[config.mk]
export PLATFORM = sky130hd
export DESIGN_NAME = nn_sequencer
export DESIGN_NICKNAME = d
export VERILOG_FILES = /design/src/rtl/nn_sequencer.sv
export SDC_FILE = /design/constraint.sdc
export NUM_CORES = 1
export LEC_CHECK = 0
export BUFFER_PORTS_ARGS = -buffer_cell sky130_fd_sc_hd__buf_2
export CORE_UTILIZATION = 49
export DETAILED_ROUTE_END_ITERATION = 12
export PLACE_DENSITY = 0.7
export SLEW_MARGIN = 30
export SYNTH_ARGS = -nofsm -noshare
export SYNTH_HDL_FRONTEND = slang
export SYNTH_SLANG_ARGS = --single-unit
[constraint.sdc]
create_clock -name CLK -period 13.1 [get_ports CLK]
set_clock_uncertainty 0.2 [all_clocks]
set_input_delay 1.965 -clock CLK [delete_from_list [all_inputs] [get_ports CLK]]
set_output_delay 1.965 -clock CLK [all_outputs]
set_load 0.005 [all_outputs]
[src/rtl/nn_sequencer.sv]
// nn_sequencer: sequences forward and backward passes through a layered network, one neuron per phase step.
module nn_sequencer #(
    parameter int DEPTH   = 3,
    parameter int NEURONS = 4,
    parameter int IDX_W   = 8,
    parameter int LR_W    = 4,
    parameter int PASS_W  = 16
) (
    input  logic              CLK,
    input  logic              RST,
    input  logic              start,
    input  logic              train,
    input  logic              stall,
    input  logic [LR_W-1:0]   lr_shift,
    input  logic              cfg_we,
    input  logic [IDX_W-1:0]  cfg_layer,
    input  logic [IDX_W-1:0]  cfg_count,
    output logic              busy,
    output logic              valid,
    output logic [IDX_W-1:0]  layer_idx,
    output logic [IDX_W-1:0]  neuron_idx,
    output logic              w_rd,
    output logic              y_we,
    output logic              d_gen,
    output logic              dw_gen,
    output logic              d_we,
    output logic              w_we,
    output logic [LR_W-1:0]   learning_rate,
    output logic [PASS_W-1:0] pass_count
);
    typedef enum logic [3:0] {
        IDLE, FWD_RD, FWD_WR, FWD_NEXT, BWD_DGEN, BWD_DW, BWD_WUPD, BWD_PREV, DONE
    } state_t;

    state_t           state;
    logic [IDX_W-1:0] layer, neuron, cnt_up, cnt_cur, cfg_val;
    logic [IDX_W-1:0] cnt [DEPTH];
    logic             train_q, hold, cfg_ok, run;
    logic [LR_W-1:0]  lr_q;

    assign hold    = stall && (state inside {FWD_RD, FWD_WR, FWD_NEXT, BWD_DGEN, BWD_DW,
                                             BWD_WUPD, BWD_PREV, DONE});
    assign run     = !stall;
    assign cfg_ok  = cfg_we && state == IDLE && cfg_layer < IDX_W'(DEPTH);
    assign cfg_val = cfg_count == '0 ? IDX_W'(1) :
                     cfg_count > IDX_W'(NEURONS) ? IDX_W'(NEURONS) : cfg_count;

    // Forward steps walk the layer being produced; backward steps walk the current layer.
    always_comb begin
        cnt_up  = '0;
        cnt_cur = '0;
        for (int i = 0; i < DEPTH; i++) begin
            if (IDX_W'(i) == layer + IDX_W'(1)) cnt_up = cnt[i];
            if (IDX_W'(i) == layer) cnt_cur = cnt[i];
        end
    end

    always_ff @(posedge CLK) begin
        if (RST) begin
            state      <= IDLE;
            layer      <= '0;
            neuron     <= '0;
            pass_count <= '0;
            train_q    <= 1'b0;
            lr_q       <= '0;
            for (int i = 0; i < DEPTH; i++) cnt[i] <= IDX_W'(NEURONS);
        end else begin
            for (int i = 0; i < DEPTH; i++)
                if (cfg_ok && IDX_W'(i) == cfg_layer) cnt[i] <= cfg_val;
            if (!hold) begin
                case (state)
                    IDLE: if (start) begin
                        state   <= FWD_RD;
                        layer   <= '0;
                        neuron  <= '0;
                        train_q <= train;
                        lr_q    <= lr_shift;
                    end
                    FWD_RD: state <= FWD_WR;
                    FWD_WR: if (neuron == cnt_up - IDX_W'(1)) state <= FWD_NEXT;
                    else begin
                        neuron <= neuron + IDX_W'(1);
                        state  <= FWD_RD;
                    end
                    FWD_NEXT: begin
                        neuron <= '0;
                        if (layer < IDX_W'(DEPTH - 2)) begin
                            layer <= layer + IDX_W'(1);
                            state <= FWD_RD;
                        end else if (train_q) begin
                            layer <= IDX_W'(DEPTH - 1);
                            state <= BWD_DGEN;
                        end else state <= DONE;
                    end
                    BWD_DGEN: state <= BWD_DW;
                    BWD_DW:   state <= BWD_WUPD;
                    BWD_WUPD: if (neuron == cnt_cur - IDX_W'(1)) state <= BWD_PREV;
                    else begin
                        neuron <= neuron + IDX_W'(1);
                        state  <= BWD_DGEN;
                    end
                    BWD_PREV: begin
                        neuron <= '0;
                        if (layer == IDX_W'(1)) state <= DONE;
                        else begin
                            layer <= layer - IDX_W'(1);
                            state <= BWD_DGEN;
                        end
                    end
                    DONE: begin
                        pass_count <= pass_count + PASS_W'(1);
                        state      <= IDLE;
                    end
                    default: state <= IDLE;
                endcase
            end
        end
    end

    assign busy          = state != IDLE;
    assign valid         = run && state == DONE;
    assign w_rd          = run && state == FWD_RD;
    assign y_we          = run && state == FWD_WR;
    assign d_gen         = run && state == BWD_DGEN;
    assign dw_gen        = run && state == BWD_DW;
    assign d_we          = run && state == BWD_DW;
    assign w_we          = run && state == BWD_WUPD;
    assign learning_rate = state == BWD_DW ? lr_q : '0;
    assign layer_idx     = state inside {FWD_RD, FWD_WR} ? layer + IDX_W'(1) :
                           state inside {BWD_DGEN, BWD_DW} ? layer :
                           state == BWD_WUPD ? layer - IDX_W'(1) : '0;
    assign neuron_idx    = state inside {FWD_RD, FWD_WR, BWD_DGEN, BWD_DW, BWD_WUPD} ? neuron : '0;
endmodule

After elaboration in Yosys (flattened, before gate mapping). Memories as Yosys holds them, arrays and structs flattened. Index checks and enable logic that the tools add are counted.

Output and inout port bits: 44. Register bits after elaboration: 41. Logic and storage cells: 115. Memories: 1. Input port bits: 26. RAM bits: 24.

Mux-type cells: 42. Reduce and logical (&&, ||, !) cells: 31. Add/sub/neg operators: 6. Equality and inequality tests: 22. $lt $le $gt $ge: 3. Bitwise logic cells: 4.

Memory list: cnt (words 3, width 8, read ports 3, clocked after memory_dff 0, write ports 3, line 37) `logic [IDX_W-1:0] cnt [DEPTH];`.

Operators with widths (count): 8-bit 2-to-1 mux (21); 8-bit zero test (4); 4-bit case mux with 8 select lines (1); 8-bit case mux with 4 select lines (1); 1-bit by 8-bit equality test with 1-bit output, first input constant (3); 2-bit by 8-bit equality test with 1-bit output, first input constant (3); 8-bit case mux with 3 select lines (1); 8-bit by 1-bit subtractor with 8-bit output, second input constant (3); 4-bit 2-to-1 mux (5); 16-bit by 1-bit adder with 16-bit output, second input constant (1); 8-bit by 1-bit adder with 8-bit output, second input constant (2); 4-bit by 3-bit equality test with 1-bit output, second input constant (4); 8-bit equality test (2); 1-bit logical AND (12); 1-bit 2-to-1 mux (11); 5-bit AND reduction (2); 4-bit by 2-bit equality test with 1-bit output, second input constant (2); 8-bit by 1-bit equality test with 1-bit output, second input constant (1); 8-bit by 3-bit > comparator with 1-bit output, second input constant (1); 8-bit by 1-bit less-than comparator with 1-bit output, second input constant (1); 8-bit by 2-bit less-than comparator with 1-bit output, second input constant (1); 2-bit != test, second input constant (4); 4-bit nonzero test (2); 8-bit nonzero test (1); 14 further kinds (19).

Depth between registers and ports, before layout. Gate-level depths: netlist of run 1.

Depth in word-level cells: 9. Depth in mapped cells: 20. Mapped depth without buffers: 16.

Worst setup path after synthesis of run 1. No wires, ideal clock.

Path type: input -> output. Start point: input stall. End point: output dw_gen. Stages: 3. Path buffers: 2. Data required time: 10935 ps. Path slack: 8400 ps. Arrival time: 2535 ps. Path through: buf_2 nor3_1 buf_4.

Cells in the longest elaborated chain, start to end: 2.

Ends and longest elaborated chain: from (decl) (line 13) `input logic stall,`; 1-bit zero test (line 43) `assign run = !stall;`; 1-bit logical AND; to (decl) (line 25) `output logic dw_gen,`.

Every way passes these cells.

Worst setup path in the final report of run 1.
Start point: register layer[0]. End point: register neuron[1].

Cells in the longest elaborated chain, start to end: 9. Elaborated cells between the ends (all ways): 20. Those cells by class: add/sub: 3; eq/ne: 8; mux: 6; reduce/logical: 3.

Ends and longest elaborated chain: from (decl) (line 36) `logic [IDX_W-1:0] layer, neuron, cnt_up, cnt_cur, cfg_val;`; from (signal assigned) (line 88) `layer <= layer + IDX_W'(1);`; from (signal assigned) (line 91) `layer <= IDX_W'(DEPTH - 1);`; from (signal assigned) (line 106) `layer <= layer - IDX_W'(1);`; 8-bit by 1-bit adder with 8-bit output (line 53) `if (IDX_W'(i) == layer + IDX_W'(1)) cnt_up = cnt[i];`; 8-bit zero test (line 53); 8-bit 2-to-1 mux (3 in series) (line 53); 8-bit by 1-bit subtractor with 8-bit output (line 80) `FWD_WR: if (neuron == cnt_up - IDX_W'(1)) state <= FWD_NEXT;`; 8-bit equality test (line 80); 2-bit != test (no source line); 5-bit AND reduction (no source line) *; to (signal assigned) (line 82) `neuron <= neuron + IDX_W'(1);`; to (signal assigned) (line 99) `neuron <= neuron + IDX_W'(1);`; to (decl) (line 36).

Mark *: on every way between the ends. The rest lies on a longest branch, timed or not. A chain may end at the register's enable or synchronous reset.

==> metrics.md, run 1 <==
| Metric | Value |
|---|---|
| R2r setup slk | 8.18 ns |
| Leak | 2.20 nW |
| Top cells by area, synth | dfxtp_1 (17%), edfxtp_1 (15%), a21oi_1 (5.5%), nor2_1 (5.2%), nand2_1 (3.5%) |
| Max incr delay on CP | 0.71 ns |
| Clk root buf | clkbuf_8 |
| Remaining Overflow, GRT | 0 |
| Warnings from Yosys | 0 |
| Die Wd | ~100 um |
| Storage cell area | 1540 um^2 |
| Origin of the worst min-delay path | lr_q[2]$_SDFFE_PP0P_ |
| CTS tree | done |
| Sequential-to-total area share from yosys stat | 31.9% |
| Die Height | 101 um |
| Worst skew pair latency | 0.36 ns |
| Largest net degree at the start of global routing | 42 |
| Post-CTS Hold Buffers | 0 |
| Worst-path fanout max | 26 |
| CP Launch Point | layer[0]$_SDFFE_PP0P_ |
| Final Cycle Share | 37.6% |
| Synth Area in Simple Gates | 30.8% |
| Initial antenna violation count | 0 |
| Drt drc | 0 |
| Primary FF master, synth | dfxtp_1 |
| FF+latch count, synth | 65 |
| I/O Buffers | 69 |
| Wire length per cell | around 16 um |
| Detailed-route via count | 4642 |
| Clock transition at the registers of the reported paths | approximately 0.09 ns |
| Post-cts repair resize count | 0 |
| Post-synth EDFFs | 24 |
| Filler cell count | roughly 900 |
| Compound-gate portion of the synthesized area | 21.3% |
| Status | finished clean |
| Total Power | 613 uW |
| Synth cell types | 74 |
| I/O pin cnt | 70 |
| GP Congestion | 0.918 |
| Tmin final | 4.92 ns |
| Setup Fix Bufs, Post-CTS | 0 |
| Core Region | 9420 um^2 |
| Largest family of logic cells by synthesized area | simple AND/OR/NAND/NOR gates |
| XOR/XNOR Fraction of Synth Area | about 5.6% |
| Actual slew at the worst max-slew pin | 0.836 ns |
| WP data arrival | 5.01 ns |
| Crit Path Class | flip-flop to flip-flop |
| Setup violations, final | 0 |
| CP max-delay cell | ha_1 |
| Setup crit end kind | flip-flop |
| RR Endpoint | neuron[1]$_SDFFE_PP0P_ |
| Clk buf depth | 2 |
| 1st-iter DRT viols | ~370 |
| Worst hold stages | 2 |
| Initial DRT Pass Iterations | 5 |
| Mapped cell area | 4840 um^2 |
| RSZ-0062 raised after global routing | no |
| Clock Sinks | 65 |
| Worst slew margin | 43.8% |
| Crit path launch type | flip-flop |
| Worst vdd ir | approximately 0.051 mV |
| Worst Path Required | 13.19 ns |
| Max frequency | 203 MHz |
| Crit-path cells | inv_1, ha_1, nand3b_1, a21oi_1, nand2_1, ha_1, xnor2_1, xnor2_1, nand3_1, o311a_1, or3_1, a2111oi_2, or2_2, o21ai_0, a21oi_1 |
| Vias/cell | 5.88 |
| Power density cells | about 110 nW/um^2 |
| Wire length of the first global-routing pass | 19.8 mm |
| Area of the multi-input gates | between 3000 and 4000 um^2 |
| Delay-heaviest family, CP | compound AO/OA/AOI/OAI gates |
| Synth Area in Adders | 2.59% |
| Synth area leader | dfxtp_1 |
| N_diodes | 0 |
| Final wirelength | around 12 mm |
| Async SR Flop Fraction | 0% |
| Number of global-route vias before repair | 3992 |
| Mux cell area share after synthesis | 1.89% |
| Post-DP HPWL | slightly below 9 mm |
| Critical path buffers and inverters | 1 |
| Synth Area per Inst | roughly 8 um^2 |
| Area grow syn2layout | 10.8% |
| Post-Syn Instances | 605 |
| CTS buffer count | 9 |
| Final ANT Viol Nets | 0 |
| Fin Setup TNS | 0 ns |
| Hold Path End | lr_q[2]$_SDFFE_PP0P_ |
| Reg-to-Reg Start | layer[0]$_SDFFE_PP0P_ |
| # rows | 35 |
| Total track usage | between 20 and 25% |
| Die area | 10300 um^2 |
| Cell depth of the worst flop-to-flop path | 15 |
| Slew Limit Fails | 0 |
| H-tree depth | 3 |
| Initial Util | between 50% and 60% |
| Max-cap viol count | 0 |
| HP Class | flip-flop to flip-flop |
| Hold Fails Final Rpt | 0 |
| Yosys top cell area share | 17.0% |
| Layout Nets | 692 |
| Layout cell share with drive strength beyond 1 | 16.2% |
[cell families after synthesis]
logic type,after synthesis
multiplexers,9
adder cells (fa/ha/maj),10
AND/OR/NAND/NOR,281
AO/OA/AOI/OAI,151
buffers and inverters,57
flip-flops,65
other,1
XOR/XNOR,31
[routing by layer]
metal,up-vias,global-route usage [%],wire (um)
met5,-,0,0
met2,176,39.1,5630
li1,2303,-,-
met1,2146,33.5,5570
met3,17,6.35,902
met4,0,6.69,158
[cell usage after synthesis (12+ instances only)]
cell type,count
a21oi_1,53
and2_1,13
and3_1,13
clkbuf_1,20
dfxtp_1,41
edfxtp_1,24
inv_1,14
nand2_1,45
nand2b_1,12
nand3_1,24
nand3b_1,15
nor2_1,67
nor2b_1,14
nor3_1,25
o21ai_0,18
xnor2_1,14
xor2_1,17
[registers in the layout (all words and copies together), names as in the netlist]
signal and cells:
pass_count 16, neuron 8, state 4, cnt 24, train_q 1, layer 8
lr_q 4
[worst register-to-register path: cells and delay by family, from the launching register on]
kind / cells / cell delay (ns)
AND/OR/NAND/NOR: 5 / 1.05
buffers and inverters: 1 / 0.19
XOR/XNOR: 2 / 0.45
AO/OA/AOI/OAI: 5 / 1.47
flip-flops: 1 / 0.45
adder cells (fa/ha/maj): 2 / 1.03
[layout make-up]
| cell class | count | share of cell area (%) |
|---|---|---|
| Inverter | 14 | 0.980 |
| Sequential cell | 65 | 28.8 |
| Timing Repair Buffer | 69 | 6.44 |
| Clock inverter | 5 | 0.677 |
| Clock buffer | 11 | 2.92 |
| Tap cell | 129 | 3.01 |
| Multi-Input combinational cell | 497 | 57.2 |
[cell usage in the layout, fill, tap and decap left out, types with 15 or more instances in the layout]
cell type | Yosys | layout
a21oi_1 | 53 | 53
buf_2 | 10 | 69
conb_1 | 1 | 15
dfxtp_1 | 41 | 41
edfxtp_1 | 24 | 24
nand2_1 | 45 | 45
nand3_1 | 24 | 24
nand3b_1 | 15 | 15
nor2_1 | 67 | 67
nor3_1 | 25 | 25
o21ai_0 | 18 | 18
xor2_1 | 17 | 17
[power breakdown]
part	switching (mW)	internal (mW)
Combinational	0.131	0.0795
Clock	0.0894	0.0831
Sequential	0.0120	0.219
[worst max-delay path by stage]
stage	to	cells past startpoint	slack [ns]
2_1_floorplan	dw_gen	3	8.40
3_3_place_gp	neuron[6]$_SDFFE_PP0P_	13	8.29
3_5_place_dp	neuron[1]$_SDFFE_PP0P_	14	8.08
4_1_cts	neuron[1]$_SDFFE_PP0P_	14	8.04
5_1_grt	neuron[7]$_SDFFE_PP0P_	15	7.75
6_report	neuron[1]$_SDFFE_PP0P_	15	8.18
[per-stage QoR]
stage                     util (%)  worst slack, ns  instance area, um^2  hold WS, ns  cells
after floorplan                  -             8.40                 4890        0.255    619
after global placement        54.9             8.29                 5160        0.266    774
after detailed placement      54.9             8.08                 5160        0.287    774
after CTS                     56.9             8.04                 5360        0.306    790
after global routing          56.9             7.75                 5360        0.344    790
final                         56.9             8.18                 5360        0.297    790
Note: power is estimated with default switching activity, not from simulation.
==> run 2, diff against run 1 <==
- ABC_AREA: default -> 1
- clock period: 13.1 -> 4.64 ns (I/O delays scaled with it)
==> metrics.md, run 2 <==
| Metric | Value |
|---|---|
| Status | finished clean |
| FF+latch count, synth | 65 (unchanged) |
| Mapped cell area | 4540 um^2 (-6.0%) |
| Number of global-route vias before repair | 4404 (+10%) |
| WP data arrival | 4.04 ns (-0.97 ns) |
| RR Endpoint | neuron[7]$_SDFFE_PP0P_ |
| Leak | 2.38 nW (+8.3%) |
| Clock Sinks | 65 (unchanged) |
| Clk buf depth | 2 (unchanged) |
| Setup crit end kind | flip-flop |
| 1st-iter DRT viols | 273 (-26%) |
| Setup violations, final | 0 (unchanged) |
| GP Congestion | 0.893 (-2.7%) |
| CP Launch Point | layer[0]$_SDFFE_PP0P_ |
| Max-cap viol count | 0 (unchanged) |
| Clock transition at the registers of the reported paths | 0.08 ns (about the same) |
| Synth cell types | 45 (-39%) |
| CTS buffer count | 9 (unchanged) |
| Warnings from Yosys | 0 (unchanged) |
| Leading cell type in the layout, fill and taps excluded | nand2_1 |
| Total track usage | 26.6% (+1.8 points) |
| Top-count cell post-synth | nand2_1 |
| Most frequent cells in the layout | nand2_1 (146), nor2_1 (102), inv_1 (89) |
| Synth Area per Inst | 6.74 um^2 (-16%) |
| Tmin final | 4.02 ns (-0.901 ns) |
| Largest regs | cnt x24, pass_count x16 |
| Fin Setup TNS | 0 ns (unchanged) |
| Initial Util | 51.4% (about the same) |
| Wire length of the first global-routing pass | 20.5 mm (+3.4%) |
| Primary FF master, synth | dfxtp_1 |
| Initial DRT Pass Iterations | 7 (+2) |
| H-tree depth | 3 (unchanged) |
| Worst vdd ir | 0.293 mV (+480%) |
| Initial antenna violation count | 0 (unchanged) |
| Layout Nets | 794 (+15%) |
| Max reg flops | 24 (unchanged) |
| Remaining Overflow, GRT | 0 (unchanged) |
| Vias/cell | 5.42 (-7.8%) |
| CTS tree | done |
| Post-synth EDFFs | 24 (unchanged) |
| Largest Register | cnt |
| Slew Limit Fails | 0 (unchanged) |
| Final ANT Viol Nets | 0 (unchanged) |
| Largest net degree at the start of global routing | 28 (-33%) |
| Setup Fix Bufs, Post-CTS | 0 (unchanged) |
| Actual slew at the worst max-slew pin | 0.912 ns (+0.0758 ns) |
| Crit Path Class | flip-flop to flip-flop |
| CP max-delay cell | dfxtp_1 |
| Final Cycle Share | 86.7% (+49 points) |
| Worst-path fanout max | 11 (-58%) |
| Final wirelength | 12.1 mm (-1.3%) |
| Area grow syn2layout | 15.2% |
| Critical Path End | neuron[7]$_SDFFE_PP0P_ |
| Reg-to-Reg Start | layer[0]$_SDFFE_PP0P_ |
| Worst slew margin | 39.2% (-4.6 points) |
| Sequential-to-total area share from yosys stat | 33.9% (+2.0 points) |
| Yosys top cell area share | 18.1% (+1.1 points) |
| Max incr delay on CP | 0.48 ns (-0.23 ns) |
| Max frequency | 249 MHz (+22%) |
| Die Wd | 98.3 um (-3.0%) |
| Commonest cells in the synthesized netlist | nand2_1 (146), nor2_1 (102), inv_1 (89), nand3_1 (53), dfxtp_1 (41) |
| N_diodes | 0 (unchanged) |
| I/O Buffers | 69 (unchanged) |
| Drt drc | 0 (unchanged) |
| Post-Syn Instances | 674 (+11%) |
| Post-CTS Hold Buffers | 0 (unchanged) |
| Die area | 9660 um^2 (-5.9%) |
| # rows | 34 (-2.9%) |
| Crit path launch type | flip-flop |
| Async SR Flop Fraction | 0% (unchanged) |
| Hold Fails Final Rpt | 0 (unchanged) |
| Layout cell share with drive strength beyond 1 | 16.5% (+0.33 points) |
| Wire length per cell | 13.9 um (-10%) |
| Power density cells | 534 nW/um^2 (+370%) |
| RSZ-0062 raised after global routing | no |
| Synth area leader | dfxtp_1 |
| Post-cts repair resize count | 0 (unchanged) |
| DP Area | 5020 um^2 (-2.8%) |
| Worst Path Required | 4.66 ns (-8.53 ns) |
| HP Class | flip-flop to flip-flop |
| Die Height | 98.3 um (-3.0%) |
| Top cells by area, synth | dfxtp_1 (18%), edfxtp_1 (16%), nand2_1 (12%), nor2_1 (8.4%), inv_1 (7.4%) |
| Core Region | 8850 um^2 (-6.0%) |
| R2r setup slk | 0.62 ns (-7.56 ns) |
| Worst skew pair latency | 0.35 ns (about the same) |
| Final Instance Area | 5240 um^2 (-2.3%) |
| Clk root buf | clkbuf_8 |
| Detailed-route via count | 4721 (+1.7%) |
| Worst hold slack | 0.258 ns (-0.0393 ns) |
| I/O pin cnt | 70 (unchanged) |
| Post-DP HPWL | 9.42 mm (+7.3%) |
| Cell depth of the worst flop-to-flop path | 26 (+11) |
-- run 2: cell count changes after synthesis, moves of 14 or more --
cell and change:
inv_1 +75, nand4_1 +14, nand3b_1 -15, nand3_1 +29, nor2_1 +35, nor2b_1 -14
nand2_1 +101
-- run 2: logic make-up (layout without fill, tap and decap cells) --
group | Yosys count | in the layout | share of synthesized area (%)
compound gates | 101 | 101 | 13.0
xor+xnor | 17 | 17 | 3.58
fa+ha+maj | 10 | 10 | 2.75
buf+inv | 110 | 185 | 9.80
flops | 65 | 65 | 33.9
other cells | 1 | 15 | 0.0825
simple gates | 370 | 370 | 36.9
-- run 2: per-stage QoR --
stage,util [%],total power [mW],std cells,worst slack (ns)
final,59.2,2.80,871,0.618
after CTS,59.2,2.79,871,0.631
after global routing,59.2,3.05,871,0.121
after floorplan,-,1.93,688,1.27
after global placement,56.8,2.24,855,0.813
after detailed placement,56.8,2.26,855,0.672
-- run 2: how the worst min path moves through the flow --
stage / start / end / slack, ns / depth (start not counted)
2_1_floorplan: lr_q[0]$_SDFFE_PP0P_ / lr_q[0]$_SDFFE_PP0P_ / 0.23 / 2
3_3_place_gp: lr_q[0]$_SDFFE_PP0P_ / lr_q[0]$_SDFFE_PP0P_ / 0.24 / 2
3_5_place_dp: lr_q[2]$_SDFFE_PP0P_ / lr_q[2]$_SDFFE_PP0P_ / 0.25 / 2
4_1_cts: lr_q[2]$_SDFFE_PP0P_ / lr_q[2]$_SDFFE_PP0P_ / 0.26 / 2
5_1_grt: lr_q[2]$_SDFFE_PP0P_ / lr_q[2]$_SDFFE_PP0P_ / 0.28 / 2
6_report: lr_q[2]$_SDFFE_PP0P_ / lr_q[2]$_SDFFE_PP0P_ / 0.26 / 2
-- run 2: layer usage --
layer	up-vias	global-route usage, %	wire length [um]
li1	2369	-	-
met1	2156	34.1	5540
met2	166	45.1	5620
met3	30	4.51	656
met4	0	9.41	274
met5	-	0	0
-- run 2: critical path: cells and delay by family, from the launching register on --
kind,cells,cell delay [ns]
and+or+nand+nor,21,2.28
adders and majority gates,2,0.56
DFF,1,0.48
buffers and inverters,1,0.21
xor gates and xnor gates,1,0.13
AOI/OAI and AO/OA,1,0.05
-- run 2: layout make-up --
class,instances,area [um^2]
Fill cell,861,3610
Tap cell,108,135
Sequential cell,65,1540
Timing Repair Buffer,73,375
Clock buffer,13,195
Clock inverter,3,18.8
Multi-Input combinational cell,513,2610
Inverter,96,360
-- run 2: report_power, final --
part | leakage (nW) | internal [mW] | switching [mW] | total [mW]
sequential | 0.562 | 0.652 | 0.0583 | 0.710
clock | 0.113 | 0.279 | 0.238 | 0.517
combinational | 1.70 | 0.517 | 1.05 | 1.57
total | 2.38 | 1.45 | 1.35 | 2.80
